===== src/rtl/fc_tx_framer_pkg.sv =====
// fc_tx_framer_pkg: FC-2 transmit primitives, CRC constants and framer FSM states
package fc_tx_framer_pkg;
  localparam logic [31:0] PRIM_IDLE  = 32'hBC95B5B5;
  localparam logic [31:0] PRIM_SOFI3 = 32'hBCB55656;
  localparam logic [31:0] PRIM_EOFN  = 32'hBC95D5D5;
  localparam logic [31:0] PRIM_EOFA  = 32'hBC95F5F5;
  localparam logic [3:0]  K_FLAG     = 4'b1000;
  localparam logic [3:0]  D_FLAG     = 4'b0000;
  localparam logic [31:0] CRC_INIT   = 32'hFFFFFFFF;
  localparam logic [31:0] CRC_POLY_R = 32'hEDB88320;
  typedef enum logic [2:0] {ST_GAP, ST_IDLE, ST_SOF, ST_DATA, ST_CRC, ST_EOF, ST_DRAIN} tx_state_t;
  // Complemented CRC with its low byte placed first on the wire
  function automatic logic [31:0] crc_wire(input logic [31:0] st);
    logic [31:0] c;
    c = ~st;
    return {c[7:0], c[15:8], c[23:16], c[31:24]};
  endfunction
endpackage


===== src/rtl/fc_crc32.sv =====
// fc_crc32: one-word FC CRC-32 step, bytes MSB-first, bits LSB-first within each byte
module fc_crc32
  import fc_tx_framer_pkg::*;
(
  input  logic [31:0] crc_in,
  input  logic [31:0] data,
  output logic [31:0] crc_out
);
  logic [31:0] d;
  logic [7:0] by;
  always_comb begin
    crc_out = crc_in;
    d = data;
    by = '0;
    for (int b = 0; b < 4; b++) begin
      by = d[31:24];
      for (int k = 0; k < 8; k++) begin
        crc_out = {1'b0, crc_out[31:1]} ^ ((crc_out[0] ^ by[0]) ? CRC_POLY_R : 32'h0);
        by = {1'b0, by[7:1]};
      end
      d = {d[23:0], 8'h00};
    end
  end
endmodule


===== src/rtl/fc_tx_framer.sv =====
// fc_tx_framer: wraps user frames in SOFi3/CRC/EOFn with an IDLE gap, or passes link-state words
module fc_tx_framer
  import fc_tx_framer_pkg::*;
#(
  parameter int MTU      = 3072,
  parameter int IDLE_GAP = 6
)
(
  input  logic        clk,
  input  logic        reset,
  input  logic [31:0] usertx_data,
  input  logic        usertx_valid,
  output logic        usertx_ready,
  input  logic        usertx_startofpacket,
  input  logic        usertx_endofpacket,
  input  logic [35:0] state_data,
  input  logic        link_active,
  output logic [35:0] avtx_data,
  output logic        avtx_valid,
  input  logic        avtx_ready,
  output logic [31:0] frames_sent,
  output logic [31:0] frames_aborted
);
  tx_state_t state;
  logic [15:0] gap;
  logic [31:0] crc, crc_next, len;
  logic [35:0] tx_word;
  logic sop_go, in_frame, over, eop_word;
  fc_crc32 u_crc (.crc_in(crc), .data(usertx_data), .crc_out(crc_next));
  assign sop_go   = usertx_valid & usertx_startofpacket & link_active;
  assign eop_word = usertx_valid & usertx_endofpacket;
  assign in_frame = state inside {ST_SOF, ST_DATA, ST_CRC, ST_EOF};
  assign over     = (len + 32'd4) > 32'(MTU);
  assign usertx_ready = avtx_ready & (state == ST_DATA | state == ST_DRAIN |
                                      (state == ST_IDLE & ~usertx_startofpacket));
  always_comb begin
    tx_word = state == ST_SOF  ? {K_FLAG, PRIM_SOFI3} :
              state == ST_DATA ? ((usertx_valid & ~over) ? {D_FLAG, usertx_data} : {K_FLAG, PRIM_EOFA}) :
              state == ST_CRC  ? {D_FLAG, crc_wire(crc)} :
              state == ST_EOF  ? {K_FLAG, PRIM_EOFN} : {K_FLAG, PRIM_IDLE};
  end
  always_ff @(posedge clk or posedge reset) begin
    if (reset) begin
      state          <= ST_GAP;
      gap            <= 16'(IDLE_GAP);
      crc            <= CRC_INIT;
      len            <= '0;
      avtx_data      <= {K_FLAG, PRIM_IDLE};
      avtx_valid     <= 1'b0;
      frames_sent    <= '0;
      frames_aborted <= '0;
    end else begin
      avtx_valid <= 1'b1;
      if (avtx_ready) begin
        avtx_data <= link_active ? tx_word : state_data;
        if (!link_active && in_frame) begin
          frames_aborted <= frames_aborted + 32'd1;
          state          <= (state == ST_DATA && eop_word) ? ST_GAP : ST_DRAIN;
          gap            <= 16'(IDLE_GAP);
        end else begin
          case (state)
            ST_GAP: begin
              gap <= gap - 16'd1;
              if (gap == 16'd1) state <= sop_go ? ST_SOF : ST_IDLE;
            end
            ST_IDLE: if (sop_go) state <= ST_SOF;
            ST_SOF: begin
              crc   <= CRC_INIT;
              len   <= '0;
              state <= ST_DATA;
            end
            ST_DATA: begin
              if (!usertx_valid || over) begin
                // an overrunning last word ends the frame here; otherwise the tail must be drained
                frames_aborted <= frames_aborted + 32'd1;
                state          <= eop_word ? ST_GAP : ST_DRAIN;
                gap            <= 16'(IDLE_GAP);
              end else begin
                crc <= crc_next;
                len <= len + 32'd4;
                if (usertx_endofpacket) state <= ST_CRC;
              end
            end
            ST_CRC: state <= ST_EOF;
            ST_EOF: begin
              frames_sent <= frames_sent + 32'd1;
              state       <= ST_GAP;
              gap         <= 16'(IDLE_GAP);
            end
            ST_DRAIN: if (eop_word) begin
              state <= ST_GAP;
              gap   <= 16'(IDLE_GAP);
            end
            default: state <= ST_GAP;
          endcase
        end
      end
    end
  end
endmodule


===== config.mk =====
export PLATFORM = sky130hd
export DESIGN_NAME = fc_tx_framer
export DESIGN_NICKNAME = d
export VERILOG_FILES = /design/src/rtl/fc_tx_framer_pkg.sv /design/src/rtl/fc_crc32.sv /design/src/rtl/fc_tx_framer.sv
export SDC_FILE = /design/constraint.sdc
export NUM_CORES = 1
export LEC_CHECK = 0
export BUFFER_PORTS_ARGS = -buffer_cell sky130_fd_sc_hd__clkbuf_2
export CORE_ASPECT_RATIO = 1.5
export CORE_MARGIN = 1.5
export CORE_UTILIZATION = 59
export DETAILED_ROUTE_END_ITERATION = 8
export GPL_ROUTABILITY_DRIVEN = 0
export GPL_TIMING_DRIVEN = 0
export PLACE_DENSITY_LB_ADDON = 0.25
export SLEW_MARGIN = 20
export SYNTH_ARGS = -nofsm -noshare
export SYNTH_HDL_FRONTEND = slang
export SYNTH_SLANG_ARGS = --single-unit

===== constraint.sdc =====
create_clock -name clk -period 5.8 [get_ports clk]
set_clock_uncertainty 0.05 [all_clocks]
set_input_delay 0.29 -clock clk [delete_from_list [all_inputs] [get_ports clk]]
set_output_delay 0.29 -clock clk [all_outputs]
set_load 0.1 [all_outputs]

==> reports/results.ini <==
[cts]
ctsResizeCount=0
cts_made_buffers=17
clkSlewWorstSetupHoldPaths_ns=0.07
cts_hold_buf=3
postCtsSetupBuffers=0
cts_num_sinks=182
cts_tree=yes
cts-root-buf=clkbuf_16
cts-htree-levels=4
clockBufferDepth=2
clock_latency_ns=0.44

[detailed_routing]
wl_per_cell_um=20.1
drc=0
finalWirelength_um=34000
drt-pass1-iter-count=8
drtIter0Drc=643
postRouteAntennaNets=0
via_per_inst=5.76
vias=9778

[sta]
drv_slew=0
tightestPinTransition_ns=1.08
setup_viol=0
max_slew_margin_pct=27.3
min_period_over_period_pct=93.5
grt_setup_unrepaired=false
hold_violations=0
fin_crit_ns=5.42
fin_ws_ns=0.377
fmax_ghz=0.184

[yosys]
yosysUniqueCellTypes=63
synthSimpleGateAreaFrac_pct=15.3
yosysWarnings=0
synth_top_family_by_area=XOR/XNOR gates
syn_area_um2=12100
synth_xor_area_share_pct=32.5
ys_ff_latch=182
async_reset_ff_share_pct=100
synthTopCellsByArea=dfrtp_1 26%, xnor2_1 14%, dfstp_2 12%, xor2_1 5.6%, nor2_1 3.6%
synth_commonest_cells=195 x xnor2_1, 128 x dfrtp_1, 117 x nor2_1
synthMuxAreaShare_pct=1.75
yosys.cell_count.top_type=xnor2_1
syn_nets=1300
syn_inst=1220
synth_edf_count=0
synth_compound_area_share_pct=9.30
synth_area_leader_cell=dfrtp_1
syn_avg_cell_area_um2=9.96
synthFlopType=dfrtp_1
ys_seq_area_share_pct=38.0
yosys.area.top_type_share_pct=26.4
synthAdderAreaFrac_pct=0.515

[worst_setup_path]
cp_cell_sequence=ha_1 -> nand4_1 -> nor4_1 -> nand3_1 -> xnor2_1 -> nor4_1 -> nand4_1 -> nor2_1 -> clkbuf_1 -> buf_2 -> a21oi_1
r2r_slack_ns=0.38
arrival_ns=5.73
start_kind=register
endpoint_kind=register
r2r_start=len[2]
worstPathMaxFanout=10
cp.required_ns=6.11
ff2ff_path_depth=11
critical-path-slowest-cell=nor4_1
slowest_delay_ns=0.90
r2r_end=crc[5]
crit_type=reg -> reg

[placed_design]
dp_slack_ns=0.535
portBuffers=176
place_area_um2=13400
dpl.cell_count=1662
hpwl_um=26700

[flow_run]
cap_violations=0

[grt]
antenna_found_initial=0
overflow=0
grt_use_total_pct=32.2
first_global_vias=9722
grt_max_degree=68
grt_pass1_wl_um=52300

[finish]
stdcell_count=1697
diodes=0
multi_input_area_um2=7220
utilization_pct=69.1
layout-drive-gt1-share_pct=24.1
layout.nets=1500
synthToLayoutAreaGrowth_pct=15.3
regArea_um2=4620
final_area_um2=14000
nFillCells=1550

[status]
run_status=finished clean

[die]
fp.dieW_um=120
die_area_um2=21500
core_area_um2=20300
io-pin-count=177
rows=64
start_util_pct=60.0
fp.dieH_um=179

[hold_path]
hold_start=state_data[34]
whs_path_depth=3
hold_end=avtx_data[34]
hp-class=in -> reg

[cell usage in the layout, fill, tap and decap left out, types with 6 or more instances in the layout]
master and n:
nand2_1 78, xnor2_4 9, mux2_2 18, xnor3_1 15, nand3_1 37, dfstp_2 54, o22ai_1 6, clkbuf_16 17
nor3_1 36, xor2_2 10, and2_1 20, a21oi_1 84, clkbuf_2 176, clkbuf_1 43, or3_1 9, dfrtp_1 128
and3_1 13, xor2_1 77, a31oi_1 12, nor4_1 19, nor2b_1 20, nor2_1 117, xnor3_2 11, xnor2_1 195
inv_1 35, nand4_1 17, xnor2_2 17, o21ai_0 66
[metal layers]
layer	share of wire (%)	track usage (%)	vias up
li1	-	-	4528
met1	37	35.8	4766
met2	52	57.0	372
met3	4.7	4.96	112
met4	6.5	20.9	0
met5	0	0	-
[per-stage QoR]
step,hold slack [ns],TNS (ns)
2_1_floorplan,0.357,0
3_3_place_gp,0.407,-179.66
3_5_place_dp,0.294,0
4_1_cts,0.00137,0
5_1_grt,0.0187,0
6_report,0.00843,0
[state kept, by name (all words and copies together) (netlist names)]
| signal | cells |
|---|---|
| state | 3 |
| crc | 32 |
| frames_aborted | 32 |
| len | 30 |
| avtx_valid | 1 |
| frames_sent | 32 |
| avtx_data | 36 |
| gap | 16 |
[how the worst max path moves through the flow]
stage	from	to	slack, ns	cells after the start
final	len[2]	crc[5]	0.38	11
after floorplan	reset	avtx_data[11]	0.61	1
after CTS	len[2]	crc[5]	0.52	11
after detailed placement	len[2]	crc[5]	0.54	12
after global routing	len[2]	crc[6]	0.1	11
after global placement	reset	avtx_data[25]	-1.41	2
[cell families after synthesis]
logic type	after synthesis
multiplexers	19
AO/OA/AOI/OAI	201
buffers and inverters	81
AND/OR/NAND/NOR	386
other	1
adder cells (fa/ha/maj)	5
flip-flops	182
XOR/XNOR	345
[worst max-delay path: cells and delay by family, from the launching register on]
| family | cells | cell delay [ns] |
|---|---|---|
| DFF | 1 | 0.43 |
| buffers and inverters | 2 | 0.78 |
| xor gates and xnor gates | 1 | 0.19 |
| AOI/OAI and AO/OA | 1 | 0.11 |
| adders and majority gates | 1 | 0.32 |
| and+or+nand+nor | 6 | 3.44 |
[layout make-up]
type / count / share of cell area [%]
clock buffers: 20 / 3.19
flip-flops and latches: 182 / 33.0
clock inverters: 12 / 0.750
repair buffers: 181 / 6.90
plain buffers: 44 / 1.21
multi-input cells: 957 / 51.6
inverters: 37 / 1.05
well taps: 264 / 2.36
Power is left out: the tool's default activity adds up to more than one toggle a clock period on the data nets, which glitch-free logic cannot reach.
